--- config.mk ---
export PLATFORM = sky130hd
export DESIGN_NAME = instruction_fetch_flat
export DESIGN_NICKNAME = d
export VERILOG_FILES = /design/src/rtl/instruction_fetch_pkg.sv /design/src/rtl/instruction_fetch_if.sv /design/src/rtl/instruction_fetch_valid_pipe.sv /design/src/rtl/instruction_fetch.sv /design/src/flat_wrapper.sv
export SDC_FILE = /design/constraint.sdc
export NUM_CORES = 1
export LEC_CHECK = 0
export ABC_CLOCK_PERIOD_IN_PS = 2620
export BUFFER_PORTS_ARGS = -buffer_cell sky130_fd_sc_hd__buf_2
export CORE_MARGIN = 3
export CORE_UTILIZATION = 38
export CTS_CLUSTER_SIZE = 10
export DETAILED_ROUTE_END_ITERATION = 12
export MAX_ROUTING_LAYER = met4
export SLEW_MARGIN = 10
export SYNTH_ARGS = -nofsm -noshare
export SYNTH_HDL_FRONTEND = slang
export SYNTH_SLANG_ARGS = --single-unit
export TNS_END_PERCENT = 5
--- constraint.sdc ---
create_clock -name clk -period 2.62 [get_ports clk]
set_input_delay 0.262 -clock clk [delete_from_list [all_inputs] [get_ports clk]]
set_output_delay 0.262 -clock clk [all_outputs]
set_load 0.01 [all_outputs]
--- src/rtl/instruction_fetch_pkg.sv ---
// Shared types and constants for the instruction fetch unit.
package instr_fetch_pkg;

  typedef enum logic [1:0] {
    IDLE  = 2'd0,
    FETCH = 2'd1,
    DRAIN = 2'd2,
    DONE  = 2'd3
  } fetch_state_t;

  localparam int BUFFER_DEPTH = 31;
  localparam int INSTR_W      = 32;

  // Committed buffer fill plus reads still in flight, kept 6 bits wide so
  // the sum can never wrap.
  function automatic logic [5:0] occupancy(input logic [4:0] fill,
                                           input logic [5:0] inflight);
    return {1'b0, fill} + inflight;
  endfunction

endpackage

--- src/rtl/instruction_fetch_if.sv ---
// Memory read port and instruction buffer port of the fetch unit.
interface instruction_fetch_if
  import instr_fetch_pkg::*;
#(
  parameter int ADDR_W = 10
);

  logic [ADDR_W-1:0]  memAddr;
  logic               memRead;
  logic [INSTR_W-1:0] memData;
  logic               newInstruction;
  logic [INSTR_W-1:0] instructionIn;
  logic [4:0]         bufferFill;

  // Fetch unit side.
  modport master (
    output memAddr, memRead, newInstruction, instructionIn,
    input  memData, bufferFill
  );

  // Memory / instruction buffer side.
  modport slave (
    input  memAddr, memRead, newInstruction, instructionIn,
    output memData, bufferFill
  );

endinterface

--- src/rtl/instruction_fetch_valid_pipe.sv ---
// Valid-tag shift register that tracks each issued read until its data
// comes back from the fixed-latency memory.
module fetch_valid_pipe #(
  parameter int DEPTH = 2
) (
  input  logic clk,
  input  logic resetN,
  input  logic in_valid,
  output logic out_valid
);

  logic [DEPTH-1:0] pipe_r;

  // Shift a new tag in every cycle; reset drops all pending returns.
  always_ff @(posedge clk or negedge resetN) begin
    if (!resetN) begin
      pipe_r <= '0;
    end else begin
      pipe_r <= (pipe_r << 1'b1) | DEPTH'(in_valid);
    end
  end

  assign out_valid = pipe_r[DEPTH-1];

endmodule

--- src/rtl/instruction_fetch.sv ---
// Streams a contiguous program from instruction memory into the instruction
// buffer, throttled so buffer fill plus in-flight reads stays below a limit.
module instruction_fetch
  import instr_fetch_pkg::*;
#(
  parameter int ADDR_W      = 10,
  parameter int MEM_LATENCY = 2,
  parameter int FILL_LIMIT  = 28
) (
  input  logic              clk,
  input  logic              resetN,
  input  logic              start,
  input  logic              abort,
  input  logic [ADDR_W-1:0] baseAddr,
  input  logic [ADDR_W:0]   length,
  output logic              busy,
  output logic              done,
  output logic [ADDR_W:0]   fetchedCount,
  instruction_fetch_if.master bus
);

  // In-flight never exceeds MEM_LATENCY; one spare code keeps it safe.
  localparam int IF_W = $clog2(MEM_LATENCY + 2);

  fetch_state_t       state_r;
  fetch_state_t       state_s;
  logic               suppress_r;
  logic               suppress_s;
  logic               busy_r;
  logic               done_r;
  logic [ADDR_W-1:0]  addr_r;
  logic [ADDR_W:0]    len_r;
  logic [ADDR_W:0]    issued_r;
  logic [ADDR_W:0]    fetched_r;
  logic [IF_W-1:0]    inflight_r;
  logic               newinstr_r;
  logic [INSTR_W-1:0] instr_r;

  logic               accept_s;
  logic               issue_s;
  logic               ret_s;
  logic               deliver_s;
  logic [5:0]         occupancy_s;

  assign accept_s    = (state_r == IDLE) && start;
  assign occupancy_s = occupancy(bus.bufferFill, 6'(inflight_r));
  assign issue_s     = (state_r == FETCH) && (issued_r < len_r) && !abort &&
                       (occupancy_s < 6'(FILL_LIMIT));
  // An abort in the same cycle as a return already blocks that delivery.
  assign deliver_s   = ret_s && !suppress_r && !abort;

  fetch_valid_pipe #(
    .DEPTH (MEM_LATENCY)
  ) u_valid_pipe (
    .clk       (clk),
    .resetN    (resetN),
    .in_valid  (issue_s),
    .out_valid (ret_s)
  );

  // Next-state and suppress-flag logic.
  always_comb begin
    state_s    = state_r;
    suppress_s = suppress_r;
    case (state_r)
      IDLE: begin
        if (start) begin
          if (length == '0) begin
            state_s = DONE;
          end else begin
            state_s = FETCH;
          end
        end else begin
          state_s = IDLE;
        end
      end
      FETCH: begin
        if (abort) begin
          state_s    = DRAIN;
          suppress_s = 1'b1;
        end else if (issued_r == len_r) begin
          state_s = DRAIN;
        end else begin
          state_s = FETCH;
        end
      end
      DRAIN: begin
        if (abort) begin
          suppress_s = 1'b1;
        end else begin
          suppress_s = suppress_r;
        end
        if (inflight_r == '0) begin
          state_s = DONE;
        end else begin
          state_s = DRAIN;
        end
      end
      DONE: begin
        state_s    = IDLE;
        suppress_s = 1'b0;
      end
      default: begin
        state_s    = IDLE;
        suppress_s = 1'b0;
      end
    endcase
  end

  // State register with busy/done registered from the next state.
  always_ff @(posedge clk or negedge resetN) begin
    if (!resetN) begin
      state_r    <= IDLE;
      suppress_r <= 1'b0;
      busy_r     <= 1'b0;
      done_r     <= 1'b0;
    end else begin
      state_r    <= state_s;
      suppress_r <= suppress_s;
      busy_r     <= (state_s != IDLE);
      done_r     <= (state_s == DONE);
    end
  end

  // Program window latch and read address / issued-count advance.
  always_ff @(posedge clk or negedge resetN) begin
    if (!resetN) begin
      addr_r   <= '0;
      len_r    <= '0;
      issued_r <= '0;
    end else if (accept_s) begin
      addr_r   <= baseAddr;
      len_r    <= length;
      issued_r <= '0;
    end else if (issue_s) begin
      addr_r   <= addr_r + ADDR_W'(1);
      issued_r <= issued_r + (ADDR_W+1)'(1);
    end
  end

  // Reads outstanding in memory, suppressed or not.
  always_ff @(posedge clk or negedge resetN) begin
    if (!resetN) begin
      inflight_r <= '0;
    end else begin
      case ({issue_s, ret_s})
        2'b10:   inflight_r <= inflight_r + IF_W'(1);
        2'b01:   inflight_r <= inflight_r - IF_W'(1);
        default: inflight_r <= inflight_r;
      endcase
    end
  end

  // Return path: capture delivered words and count them.
  always_ff @(posedge clk or negedge resetN) begin
    if (!resetN) begin
      newinstr_r <= 1'b0;
      instr_r    <= '0;
      fetched_r  <= '0;
    end else begin
      newinstr_r <= deliver_s;
      if (deliver_s) begin
        instr_r <= bus.memData;
      end
      if (accept_s) begin
        fetched_r <= '0;
      end else if (deliver_s) begin
        fetched_r <= fetched_r + (ADDR_W+1)'(1);
      end
    end
  end

  assign bus.memRead        = issue_s;
  assign bus.memAddr        = addr_r;
  assign bus.newInstruction = newinstr_r;
  assign bus.instructionIn  = instr_r;
  assign busy               = busy_r;
  assign done               = done_r;
  assign fetchedCount       = fetched_r;

endmodule

--- src/flat_wrapper.sv ---
// flat-port wrapper written by rule: the top's interface ports become plain ports
module instruction_fetch_flat import instr_fetch_pkg::*;
#(
  parameter int ADDR_W      = 10,
  parameter int MEM_LATENCY = 2,
  parameter int FILL_LIMIT  = 28
)
  (clk, resetN, start, abort, baseAddr, length, busy, done, fetchedCount, bus_memAddr, bus_memRead, bus_newInstruction, bus_instructionIn, bus_memData, bus_bufferFill);
  instruction_fetch_if #(.ADDR_W(ADDR_W)) bus_i ();
  input  logic clk;
  input  logic resetN;
  input  logic start;
  input  logic abort;
  input  logic [ADDR_W-1:0] baseAddr;
  input  logic [ADDR_W:0] length;
  output logic busy;
  output logic done;
  output logic [ADDR_W:0] fetchedCount;
  output wire logic [$bits(bus_i.memAddr)-1:0] bus_memAddr;
  output wire logic [$bits(bus_i.memRead)-1:0] bus_memRead;
  output wire logic [$bits(bus_i.newInstruction)-1:0] bus_newInstruction;
  output wire logic [$bits(bus_i.instructionIn)-1:0] bus_instructionIn;
  input wire logic [$bits(bus_i.memData)-1:0] bus_memData;
  input wire logic [$bits(bus_i.bufferFill)-1:0] bus_bufferFill;
  assign bus_memAddr = bus_i.memAddr;
  assign bus_memRead = bus_i.memRead;
  assign bus_newInstruction = bus_i.newInstruction;
  assign bus_instructionIn = bus_i.instructionIn;
  assign bus_i.memData = bus_memData;
  assign bus_i.bufferFill = bus_bufferFill;
  instruction_fetch #(.ADDR_W(ADDR_W), .MEM_LATENCY(MEM_LATENCY), .FILL_LIMIT(FILL_LIMIT)) u_core (.clk(clk), .resetN(resetN), .start(start), .abort(abort), .baseAddr(baseAddr), .length(length), .busy(busy), .done(done), .fetchedCount(fetchedCount), .bus(bus_i));
endmodule
* Word-level counts from Yosys, hierarchy flattened *
Index checks and enable logic that the tools add are counted.

storage, ports and cells
  bits of input ports = 62
  bits in registers = 85
  output and inout bits = 57

cells by class
  reduce and logical (&&, ||, !) cells = 18
  equality and inequality tests = 8
  bitwise logic cells = 1
  add/subtract/negate cells = 6
  mux-type cells = 15
  order comparisons = 2

operators by type and width
  kind                                                                      number
  11-bit 2-to-1 mux                                                         4
  11-bit by 1-bit adder with 11-bit output (second input constant)          2
  10-bit 2-to-1 mux                                                         2
  11-bit equality test                                                      1
  11-bit logical NOT                                                        1
  11-bit < comparator                                                       1
  10-bit by 1-bit adder with 10-bit output (second input constant)          1
  2-bit nonzero test                                                        5
  2-bit equality test (second input constant)                               4
  2-bit 2-to-1 mux                                                          4
  2-bit case mux with 4 select lines                                        1
  5-bit by 2-bit adder with 6-bit output                                    1
  1-bit logical AND                                                         6
  6-bit by 5-bit < comparator with 1-bit output (second input constant)     1
  2-bit by 1-bit equality test with 1-bit output (second input constant)    2
  2-bit logical NOT                                                         2
  2-bit case mux with 2 select lines                                        1
  2-bit by 1-bit adder with 2-bit output (second input constant)            1
  1-bit logical NOT                                                         2
  1-bit 2-to-1 mux                                                          2
  2-bit by 1-bit inequality test with 1-bit output (second input constant)  1
  2-bit by 1-bit bitwise OR with 2-bit output                               1
  1-bit case mux with 2 select lines                                        1
  2-bit AND reduction                                                       1
  other kinds (2)                                                           2

* Logic depth before layout (Yosys ltp) *
  word-level depth = 6
  depth in mapped cells = 11

* By module *
A second synthesis with hierarchy kept.

second synthesis, totals
  cells, all modules = 384
  area total of the unflattened synthesis = 4131.5 sq um

modules (own cells, without submodules)
  module             instances  seq. area each (sq um)  area each (sq um)  cells an instance
  instruction_fetch  1          2077.0                  4081.4             382
  fetch_valid_pipe   1          50.0                    50.0               2

* Worst setup path after synthesis *
Ideal clock, no wire load.

  path kind = reg-to-reg
  start point = register u_core.issued_r[4]
  end point = register u_core.inflight_r[1]
  path buffers = 0
  clock period less this slack = 2.321 ns
  cell stages (with the launch flop) = 10
  arrival = 2.196 ns
  path slack = 0.299 ns
  cells stage by stage = dfrtp_1 -> ha_1 -> a211oi_1 -> nor2_1 -> o31ai_1 -> nand2_1 -> ha_1 -> xnor2_1 -> nor2_1 -> xor2_1

between the ends
  longest elaborated chain between the ends = 6
  elaborated cells on any way between the ends = 8

ends and longest elaborated chain
  item                                                                                          RTL line                  text
  start, declared                                                                               instruction_fetch.sv:33   logic [ADDR_W:0] issued_r;
  start signal, assigned                                                                        instruction_fetch.sv:137  issued_r <= issued_r + (ADDR_W+1)'(1);
  11-bit < comparator (*)                                                                       instruction_fetch.sv:47   assign issue_s = (state_r == FETCH) && (issued_r < len_r) && !abort &&
  1-bit logical AND (*) (3 in a row)                                                            instruction_fetch.sv:47
  2-bit by 1-bit equality test with 1-bit output / 2-bit equality test (equally long branches)  instruction_fetch.sv:146  case ({issue_s, ret_s})
  2-bit case mux with 2 select lines / 2-bit nonzero test (equally long branches)               --
  end signal, assigned                                                                          instruction_fetch.sv:147  2'b10: inflight_r <= inflight_r + IF_W'(1);
  end signal, assigned                                                                          instruction_fetch.sv:148  2'b01: inflight_r <= inflight_r - IF_W'(1);
  end signal, assigned                                                                          instruction_fetch.sv:149  default: inflight_r <= inflight_r;
  end, declared                                                                                 instruction_fetch.sv:35   logic [IF_W-1:0] inflight_r;

Mark *: on every way between the ends. The rest lies on a longest branch, timed or not.
A chain may end at the register's enable or synchronous reset.

* Final worst setup path *
  start point = register u_core.state_r[1]
  end point = output bus_memRead

between the ends
  longest elaborated chain between the ends = 4

ends and longest elaborated chain
  item                                            RTL line                  text
  start, declared                                 instruction_fetch.sv:25   fetch_state_t state_r;
  start signal, assigned                          instruction_fetch.sv:118  state_r <= state_s;
  2-bit by 1-bit equality test with 1-bit output  instruction_fetch.sv:47
  1-bit logical AND (3 in a row)                  instruction_fetch.sv:47
  end, declared                                   flat_wrapper.sv:20        output wire logic [$bits(bus_i.memRead)-1:0] bus_memRead;

Every way passes these cells.

==> impl_metrics.py <==
metrics = {
    "place": {
        "routabilityCongestion": 0.754,
        "hpwl_mm": 6.95,
        "io_buffers": 118,
        "dpl_worst_slack_ns": 0.174,
    },
    "synthesis": {
        "avgSynthCellArea_um2": 10.8,
        "ys_seq_area_share_pct": 52.2,
        "netlist_area_um2": 4080,
        "synth_nets": 461,
        "synthFlopType": "dfrtp_1",
        "synth_edf_count": 0,
        "ys_warn_count": 0,
        "synth_cell_types": 43,
        "ys_seq_elements": 85,
        "async_flop_share_pct": 100,
        "synth_cells": 378,
    },
    "power_and_ir_drop": {
        "power.density_nw_per_um2": 919,
        "power.leakage_uw": 0.00251,
        "ir_worst_vdd_mv": 0.355,
    },
    "global_route": {
        "grt_pass1_wl_mm": 15.1,
        "antenna_found_initial": 0,
        "grt_max_degree": 52,
        "first_global_vias": 3110,
        "grt_use_total_pct": 16.6,
        "overflow": 0,
    },
    "routing": {
        "drc": 0,
        "ant_nets": 0,
        "wl_mm": 9.40,
        "first_iter_violations": 139,
        "vias_per_cell": 5.15,
        "post_drt_wl_per_cell_um": 14.6,
        "drtPass1Iterations": 6,
        "vias": 3304,
    },
    "floorplanning": {
        "initial_core_util_pct": 39.3,
        "die_y_um": 110,
        "core_um2": 10400,
        "die_w_um": 110,
        "num_rows": 37,
        "ios": 119,
        "die_area_um2": 12000,
    },
    "min_path": {
        "min_to": "u_core.len_r[0]$_DFFE_PN0P_",
        "hp-class": "input port to flop",
        "hp-start": "length[0]",
        "hold-path-cell-count": 3,
    },
    "sta": {
        "fin_crit_sh_pct": 93.9,
        "finalHoldViolations": 0,
        "setup-violations-final": 0,
        "finalClockSkew_ns": 0.00638,
        "rsz0062_at_grt": "no",
        "drv_slew": 0,
        "worst_slew_pin_slew_ns": 0.831,
        "setup_slack_ns": 0.160,
        "fin_crit_ns": 2.46,
        "fin_setup_tns_ns": 0,
        "relSlewSlack_pct": 44.4,
        "fmax_mhz": 407,
    },
    "critical_path": {
        "reg2reg_to": "u_core.bus.memAddr[5]$_DFFE_PN0P_",
        "critPathKind": "flop to primary output",
        "crit_path_start_kind": "flop",
        "required_ns": 2.36,
        "arrival_ns": 2.20,
        "crit_family": "simple AND/OR/NAND/NOR gates",
        "cp_num_buf_inv": 3,
        "max_stage_delay_ns": 0.40,
        "cp_common_cell": "inv_1",
        "crit_slowest_cell": "dfrtp_1",
        "r2r_slack_ns": 0.19,
        "r2r_start": "u_core.issued_r[8]$_DFFE_PN0P_",
        "crit_fanout": 4,
        "path_cells": "inv_1, ha_1, or3b_1, a31oi_4, and2_1, nand2_1, inv_1, buf_2",
        "ff2ff_path_depth": 6,
        "setup.worst_path.end_class": "primary output",
    },
    "outcome": {
        "status": "finished clean",
    },
    "clocking": {
        "clock-sinks": 85,
        "post_cts_resized": 0,
        "clock-root-buffer": "clkbuf_8",
        "clk_pin_slew_worst_paths_ns": 0.09,
        "cts-buffers-inserted": 9,
        "clock_latency_ns": 0.36,
        "htree_levels": 3,
        "post_cts_buffers": 0,
        "cts_tree": "done",
        "clockBufferDepth": 2,
    },
    "cells_and_area": {
        "nFillCells": 986,
        "area_growth_pct": 24.7,
        "drive_gt1_share_pct": 36.0,
        "final_nets": 584,
        "n_antenna_cell": 0,
    },
    "flow_run": {
        "cap_violations": 0,
    },
}
==> power by group <==
group | switching [uW] | internal (uW) | total (uW)
logic | 947 | 775 | 1720
registers | 264 | 1740 | 2000
clock network | 501 | 443 | 944
total | 1710 | 2960 | 4670
==> cells by family (layout without fill, tap and decap cells) <==
kind of cell,Yosys count,in the layout,synth area share (%)
simple gates,115,115,14.6
flops,85,85,52.2
compound gates,74,74,11.5
buf+inv,39,167,3.78
mux,34,34,9.33
fa+ha+maj,21,21,6.45
xor+xnor,10,10,2.15
==> cells in the final DEF, fill, tap and decap left out, drive strengths merged, types with 2 or more instances in the layout <==
master and count:
nand4 9, xor2 6, nand2b 3, nor4 3, dfrtp 85, nand2 32
buf 128, clkbuf 9, ha 21, and3 4, xnor2 4, or4 12
and2 2, or2 2, o31ai 14, a21oi 16, nor2 24, clkinvlp 3
a31oi 12, mux2i 2, or3 6, clkinv 2, nand3 10, mux2 32
and4 2, inv 23, o211ai 2, o21ai 22
==> area by class of cell <==
class,count,area (um^2),area share [%]
multi-input cells,254,1800,35.4
clock buffers,9,124,2.44
well taps,136,170,3.35
flip-flops and latches,85,2130,41.9
inverters,22,82.6,1.63
repair buffers,129,703,13.8
clock inverters,7,75.1,1.48
==> registers in the layout, summed over array words and instances, names as in the netlist, 2 cells and up <==
| name | cells |
|---|---|
| u_core.u_valid_pipe.pipe_r | 2 |
| u_core.len_r | 11 |
| u_core.bus.memAddr | 10 |
| u_core.state_r | 2 |
| u_core.fetchedCount | 11 |
| u_core.inflight_r | 2 |
| u_core.issued_r | 11 |
| u_core.bus.instructionIn | 32 |
==> worst max path at each step <==
stage                                        start                                end  slack, ns  cells after the start
CTS                    u_core.state_r[1]$_DFF_PN0_                        bus_memRead       0.13                      8
floorplan           u_core.issued_r[4]$_DFFE_PN0P_   u_core.inflight_r[1]$_DFFE_PN0P_       0.30                      9
finish                 u_core.state_r[1]$_DFF_PN0_                        bus_memRead       0.16                      8
global route        u_core.issued_r[4]$_DFFE_PN0P_                        bus_memRead      0.006                      7
detailed placement  u_core.issued_r[8]$_DFFE_PN0P_  u_core.bus.memAddr[5]$_DFFE_PN0P_       0.17                      6
global placement    u_core.issued_r[8]$_DFFE_PN0P_  u_core.bus.memAddr[5]$_DFFE_PN0P_       0.29                      6
==> stage by stage <==
stage / cells / hold slack [ns] / power, uW / area, um^2 / utilization (%)
CTS: 642 / 0.0916 / 4750 / 5080 / 49.0
floorplan: 378 / -0.0336 / 3110 / 4080 / -
detailed placement: 625 / 0.348 / 3780 / 4870 / 47.0
global placement: 625 / 0.337 / 3730 / 4870 / 47.0
finish: 642 / 0.105 / 4670 / 5080 / 49.0
global route: 642 / 0.109 / 5080 / 5080 / 49.0
==> what timing repair did <==
action,in CTS,in global routing
hold buffers,1,0
endpoints found under the hold margin,48,0
endpoints found under the setup margin,0,0
==> cell usage after synthesis, drive strengths merged, types with 2 or more instances <==
| master | number | share of area [%] |
|---|---|---|
| clkbuf | 13 | 1.2 |
| nand3 | 10 | 1.2 |
| nand2b | 3 | 0.46 |
| nand2 | 32 | 3.0 |
| xor2 | 6 | 1.3 |
| a31oi | 12 | 2.2 |
| o31ai | 14 | 2.6 |
| inv | 22 | 2.0 |
| ha | 21 | 6.4 |
| buf | 4 | 0.55 |
| nor4 | 3 | 0.46 |
| dfrtp | 85 | 52 |
| and3 | 4 | 0.61 |
| a21oi | 16 | 2.0 |
| and4 | 2 | 0.43 |
| xnor2 | 4 | 0.86 |
| mux2 | 32 | 8.8 |
| nor2 | 24 | 2.2 |
| or2 | 2 | 0.31 |
| o211ai | 2 | 0.37 |
| and2 | 2 | 0.31 |
| mux2i | 2 | 0.49 |
| nand4 | 9 | 1.4 |
| or4 | 12 | 2.2 |
| o21ai | 22 | 2.7 |
| or3 | 6 | 0.92 |
==> tightest hold or removal path: stages <==
cell     delay (ns)
buf_2          0.09
nand2_1        0.04
nand2_1        0.04
==> layer usage <==
metal,up-vias,wire [um],track usage [%]
met2,87,4610,27.2
li1,1605,-,-
met4,0,168,6.59
met1,1600,4100,20.9
met5,-,0,-
met3,12,511,2.47
Note: power is estimated with default switching activity, not from simulation.
